<file path="src/rtl/serial_adder_pkg.sv">
// Shared definitions for the bit-serial adder controller:
// controller state encoding, default operand width and a
// constant-evaluable ceil(log2) helper used to size the bit counter.
package serial_adder_pkg;

    // Default operand/result width when the top is not overridden.
    localparam int SA_WIDTH_DEFAULT = 8;

    // Controller states: waiting for start, shifting bits, result pulse.
    typedef enum logic [1:0] {
        IDLE = 2'd0,
        ADD  = 2'd1,
        DONE = 2'd2
    } sa_state_t;

    // Smallest r with 2**r >= value; used at elaboration time only.
    function automatic int clog2(input int value);
        int res;
        res = 0;
        while ((1 << res) < value) begin
            res = res + 1;
        end
        return res;
    endfunction

endpackage

</file>
<file path="src/rtl/serial_adder_ctrl_fa_cell.sv">
// One-bit full adder cell. The serial controller reuses this single
// cell once per clock to walk through the operand bits LSB first.
module fa_cell (
    input  logic a_i,
    input  logic b_i,
    input  logic ci_i,
    output logic s_o,
    output logic co_o
);

    assign s_o  = a_i ^ b_i ^ ci_i;
    assign co_o = (a_i & b_i) | (a_i & ci_i) | (b_i & ci_i);

endmodule

</file>
<file path="src/rtl/serial_adder_ctrl.sv">
// Bit-serial adder controller. A start pulse in IDLE latches the
// operands and carry-in; one bit pair per clock then passes through a
// single full-adder cell, the result shifts into the sum register from
// the MSB side, and a one-cycle done pulse marks a valid {cout,sum}.
// Optional macro SERIAL_ADD_SUB_EN adds a 'sub' input that turns the
// operation into a - b (cout=1 means no borrow).
module serial_adder_ctrl
    import serial_adder_pkg::*;
#(
    parameter int WIDTH = SA_WIDTH_DEFAULT
) (
    input  logic             clk,
    input  logic             rst,
    input  logic             start,
    input  logic [WIDTH-1:0] a,
    input  logic [WIDTH-1:0] b,
    input  logic             cin,
`ifdef SERIAL_ADD_SUB_EN
    input  logic             sub,
`endif
    output logic             busy,
    output logic             done,
    output logic [WIDTH-1:0] sum,
    output logic             cout
);

    localparam int CNT_W = clog2(WIDTH);
    localparam logic [CNT_W-1:0] LAST_BIT = CNT_W'(WIDTH - 1);

    sa_state_t        state_q, state_d;
    logic [WIDTH-1:0] a_q, a_d;
    logic [WIDTH-1:0] b_q, b_d;
    logic [WIDTH-1:0] sum_q, sum_d;
    logic [CNT_W-1:0] cnt_q, cnt_d;
    logic             carry_q, carry_d;
    logic             cout_q, cout_d;
`ifdef SERIAL_ADD_SUB_EN
    logic             sub_q, sub_d;
`endif

    logic accept;
    logic last_bit;
    logic init_carry;
    logic cell_a, cell_b, cell_s, cell_co;

    // A start is only honoured while idle; the counter stops at WIDTH-1.
    assign accept   = (state_q == IDLE) && start;
    assign last_bit = (cnt_q == LAST_BIT);

`ifdef SERIAL_ADD_SUB_EN
    // Subtraction is a + ~b + 1, so the B bit is inverted and carry seeded with 1.
    assign init_carry = sub ? 1'b1 : cin;
    assign cell_b     = b_q[0] ^ sub_q;
`else
    assign init_carry = cin;
    assign cell_b     = b_q[0];
`endif
    assign cell_a = a_q[0];

    fa_cell u_fa_cell (
        .a_i  (cell_a),
        .b_i  (cell_b),
        .ci_i (carry_q),
        .s_o  (cell_s),
        .co_o (cell_co)
    );

    // State register.
    always_ff @(posedge clk or posedge rst) begin
        if (rst) begin
            state_q <= IDLE;
        end else begin
            state_q <= state_d;
        end
    end

    // Next-state logic: DONE always falls back to IDLE after one cycle.
    always_comb begin
        state_d = state_q;
        unique case (state_q)
            IDLE:    if (start)    state_d = ADD;
            ADD:     if (last_bit) state_d = DONE;
            DONE:                  state_d = IDLE;
            default:               state_d = IDLE;
        endcase
    end

    // Output decode from the current state.
    always_comb begin
        busy = 1'b0;
        done = 1'b0;
        unique case (state_q)
            ADD:     busy = 1'b1;
            DONE:    done = 1'b1;
            default: ;
        endcase
    end

    // Datapath next-state: latch on accept, shift one bit per ADD cycle.
    always_comb begin
        a_d     = a_q;
        b_d     = b_q;
        sum_d   = sum_q;
        cnt_d   = cnt_q;
        carry_d = carry_q;
        cout_d  = cout_q;
`ifdef SERIAL_ADD_SUB_EN
        sub_d   = sub_q;
`endif
        if (accept) begin
            a_d     = a;
            b_d     = b;
            cnt_d   = '0;
            carry_d = init_carry;
`ifdef SERIAL_ADD_SUB_EN
            sub_d   = sub;
`endif
        end else if (state_q == ADD) begin
            a_d     = a_q >> 1;
            b_d     = b_q >> 1;
            sum_d   = {cell_s, sum_q[WIDTH-1:1]};
            carry_d = cell_co;
            if (last_bit) begin
                cout_d = cell_co;
            end else begin
                cnt_d = cnt_q + CNT_W'(1);
            end
        end
    end

    // Datapath registers; reset clears everything so an abort leaves no stale result.
    always_ff @(posedge clk or posedge rst) begin
        if (rst) begin
            a_q     <= '0;
            b_q     <= '0;
            sum_q   <= '0;
            cnt_q   <= '0;
            carry_q <= 1'b0;
            cout_q  <= 1'b0;
`ifdef SERIAL_ADD_SUB_EN
            sub_q   <= 1'b0;
`endif
        end else begin
            a_q     <= a_d;
            b_q     <= b_d;
            sum_q   <= sum_d;
            cnt_q   <= cnt_d;
            carry_q <= carry_d;
            cout_q  <= cout_d;
`ifdef SERIAL_ADD_SUB_EN
            sub_q   <= sub_d;
`endif
        end
    end

    assign sum  = sum_q;
    assign cout = cout_q;

endmodule

</file>
<file path="config.mk">
export PLATFORM = sky130hd
export DESIGN_NAME = serial_adder_ctrl
export DESIGN_NICKNAME = d
export VERILOG_FILES = /design/src/rtl/serial_adder_pkg.sv /design/src/rtl/serial_adder_ctrl_fa_cell.sv /design/src/rtl/serial_adder_ctrl.sv
export SDC_FILE = /design/constraint.sdc
export NUM_CORES = 1
export LEC_CHECK = 0
export ABC_AREA = 1
export CAP_MARGIN = 15
export CORE_UTILIZATION = 25
export DETAILED_ROUTE_END_ITERATION = 10
export GPL_TIMING_DRIVEN = 0
export SETUP_SLACK_MARGIN = 0.15
export SYNTH_ARGS = -nofsm -noshare
export SYNTH_HDL_FRONTEND = slang
export SYNTH_SLANG_ARGS = --single-unit
</file>
<file path="constraint.sdc">
create_clock -name clk -period 1.7 [get_ports clk]
set_input_delay 0.425 -clock clk [delete_from_list [all_inputs] [get_ports clk]]
set_output_delay 0.425 -clock clk [all_outputs]
set_load 0.05 [all_outputs]
</file>
==> results_dict.tcl <==
set metrics [dict create \
    vias_per_cell 4.42 \
    drc 0 \
    clk_pin_slew_ns 0.07 \
    wirelength_mm 3.43 \
    clkPwrFrac_pct 20.0 \
    hold_path_end "a_q[4]$_DFFE_PP0P_" \
    die_h_um 79.1 \
    gp_congestion 0.734 \
    crit_slowest_cell "dfrtp_1" \
    worstSetupPathType "reg -> out" \
    rsz0062_at_grt "true" \
    core_area_um2 5610 \
    multiInputGateArea_um2 613 \
    cts_max_path_buffers 2 \
    status "completed" \
    die_x_um 79.1 \
    first_iter_violations 73 \
    max_freq_ghz 0.625 \
    switching_share_pct 41.8 \
    worst_r2r_endpoint "cnt_q[2]$_DFFE_PP0P_" \
    postPlaceCellArea_um2 1900 \
    register_area_um2 777 \
    dieArea_um2 6260 \
    maxSlewHeadroom_pct 53.6 \
    slowest_delay_ns 0.40 \
    drive_above_1_share_pct 28.6 \
    power_density_nw_per_um2 1840 \
    seq_power_share_pct 32.4 \
    reg2reg_slack_ns 0.33 \
    vias 1228 \
    track_usage_pct 12.2 \
    final-hold-violation-count 0 \
    gr-total-overflow 0 \
    ant_nets 0 \
    start_util_pct 26.5 \
    cts.sinks 31 \
    slew_violations 0 \
    grt_pass1_wl_mm 5.67 \
    ctsHtreeMaxLevel 2 \
    cp_cell_sequence "inv_2 > nand2_4 > inv_6 > buf_8 > buf_8" \
    fin_skew_ns 0.00880 \
    period_share_pct 94.2 \
    holdPathStages 3 \
    combPwrFrac_pct 47.6 \
    drv_cap 0 \
    tightest_slew_ns 0.696 \
    fillers 588 \
    p_int_mw 2.26 \
    ir_worst_vdd_uv 841 \
    syn_inst 159 \
    synth.distinct_cells 20 \
    antenna-diode-count 0 \
    synth_area_um2 1490 \
    ys_warn_count 0 \
    cts_hold_buf 0 \
    hpwl_mm 2.24 \
    grt_max_degree 17 \
    hold_path.class "in -> reg" \
    finalInstanceArea_um2 2110 \
    synth_nets 182 \
    grt_pass1_vias 1227 \
    finalNetCount 228 \
    antenna_found_initial 0 \
    row_count 27 \
    synth-seq-cells 31 \
    cts_buffers 5 \
    crit_top_cell "buf_8" \
    p_sw_mw 1.62 \
    arrival_ns 1.18 \
    insertion_delay_ns 0.29 \
    required_ns 1.27 \
    p_leak_nw 1.05 \
    wl_per_cell_um 12.3 \
    start_kind "flip-flop" \
    regToRegStartpoint "cnt_q[0]$_DFFE_PP0P_" \
    hold_start "start" \
    io_buffers 29 \
    seq_area_frac_synth_pct 52.2 \
    fin_crit_ns 1.60 \
    syn_to_final_growth_pct 41.7 \
    crit_path_end_kind "output pin" \
    cts_tree "built" \
    syn_area_per_cell_um2 9.35 \
    ff2ff_path_depth 7 \
    pin_count 31 \
    dr.pass1.iters 4 \
    setup_viol 0 \
    cts_root_buf "clkbuf_8" \
    fin_util_pct 37.6 \
    path_max_fanout 5 \
]
[layout by cell type (no fill, tap or decap), types with 6 or more instances in the layout]
master	synthesis	layout
nand2_1	49	49
nand3_1	40	40
clkdlybuf4s15_2	0	9
dfrtp_1	31	30
clkdlybuf4s50_1	0	18
clkbuf_8	0	6
nand3_2	11	11
buf_4	1	10
[worst max path at each step]
stage	start	to	slack, ns
floorplan	state_q[0]$_DFFE_PP0P_	done	0.36
global placement	state_q[1]$_DFFE_PP0P_	busy	-0.44
detailed placement	state_q[1]$_DFFE_PP0P_	busy	-0.43
CTS	state_q[1]$_DFFE_PP0P_	busy	0.09
global route	state_q[1]$_DFFE_PP0P_	busy	0.06
finish	state_q[1]$_DFFE_PP0P_	busy	0.1
[final cells by class]
cell class              count  area share [%]
well taps                  72            4.28
clock inverters             2            1.66
clock buffers               6            3.92
repair buffers             39            19.1
flip-flops and latches     31            36.9
inverters                   7            1.49
multi-input cells         113            29.1
plain buffers               8            3.51
[cell families after synthesis]
logic type	share of synthesized area, %
simple gates	37.4
flops	52.2
buf+inv	7.07
fa+ha+maj	3.03
compound gates	0.336
[sequential cells by signal, indices dropped and copies added (netlist names)]
name / flops
a_q: 8
b_q: 8
carry_q: 1
cnt_q: 3
cout: 1
state_q: 2
sum: 8
[worst max-delay path: cells and delay by family (launching register included)]
| family | cells | cell delay, ns |
|---|---|---|
| buffers and inverters | 4 | 0.40 |
| flip-flops | 1 | 0.40 |
| AND/OR/NAND/NOR | 1 | 0.07 |
[stage by stage]
| step | cells | TNS, ns | total power, mW | hold slack (ns) | setup WS (ns) |
|---|---|---|---|---|---|
| final | 278 | 0 | 3.88 | 0.486 | 0.0993 |
| after global routing | 278 | 0 | 4.14 | 0.511 | 0.0648 |
| after CTS | 275 | 0 | 3.87 | 0.485 | 0.0895 |
| after detailed placement | 261 | -0.556 | 3.02 | 0.482 | -0.432 |
| after global placement | 260 | -6.49 | 2.99 | 0.476 | -0.436 |
| after floorplan | 159 | 0 | 2.52 | 0.466 | 0.359 |
[synth_stat cells (all sizes together)]
library cell / number / area share, %
nand4: 1 / 0.42
ha: 2 / 1.7
fa: 1 / 1.3
o21ai: 1 / 0.34
nand2: 54 / 15
inv: 7 / 2.1
buf: 8 / 5.0
dfrtp: 31 / 52
nand3: 51 / 21
nor2: 3 / 1.3
[power groups by stage]
stage,Clock [mW],Sequential [mW],Combinational (mW)
3_5_place_dp,0,1.26,1.76
6_report,0.776,1.26,1.85
4_1_cts,0.784,1.26,1.82
3_3_place_gp,0,1.26,1.73
2_1_floorplan,0,1.54,0.979
5_1_grt,0.820,1.29,2.02
[metal layers]
layer | routed length [um] | GRT usage, % | share of wire, % | up-vias
met1 | 1620 | 15.5 | 47 | 575
met5 | 0 | 0 | 0 | -
li1 | - | - | - | 612
met3 | 186 | 3.45 | 5.4 | 6
met4 | 68 | 6.91 | 2.0 | 0
met2 | 1550 | 18.4 | 45 | 35
[repair_timing]
action / CTS / global route
gates resized for setup: 44 / 0
setup endpoints to repair: 11 / 2
pin swaps: 1 / 0
setup buffers: 6 / 3
Note: power is estimated with default switching activity, not from simulation.
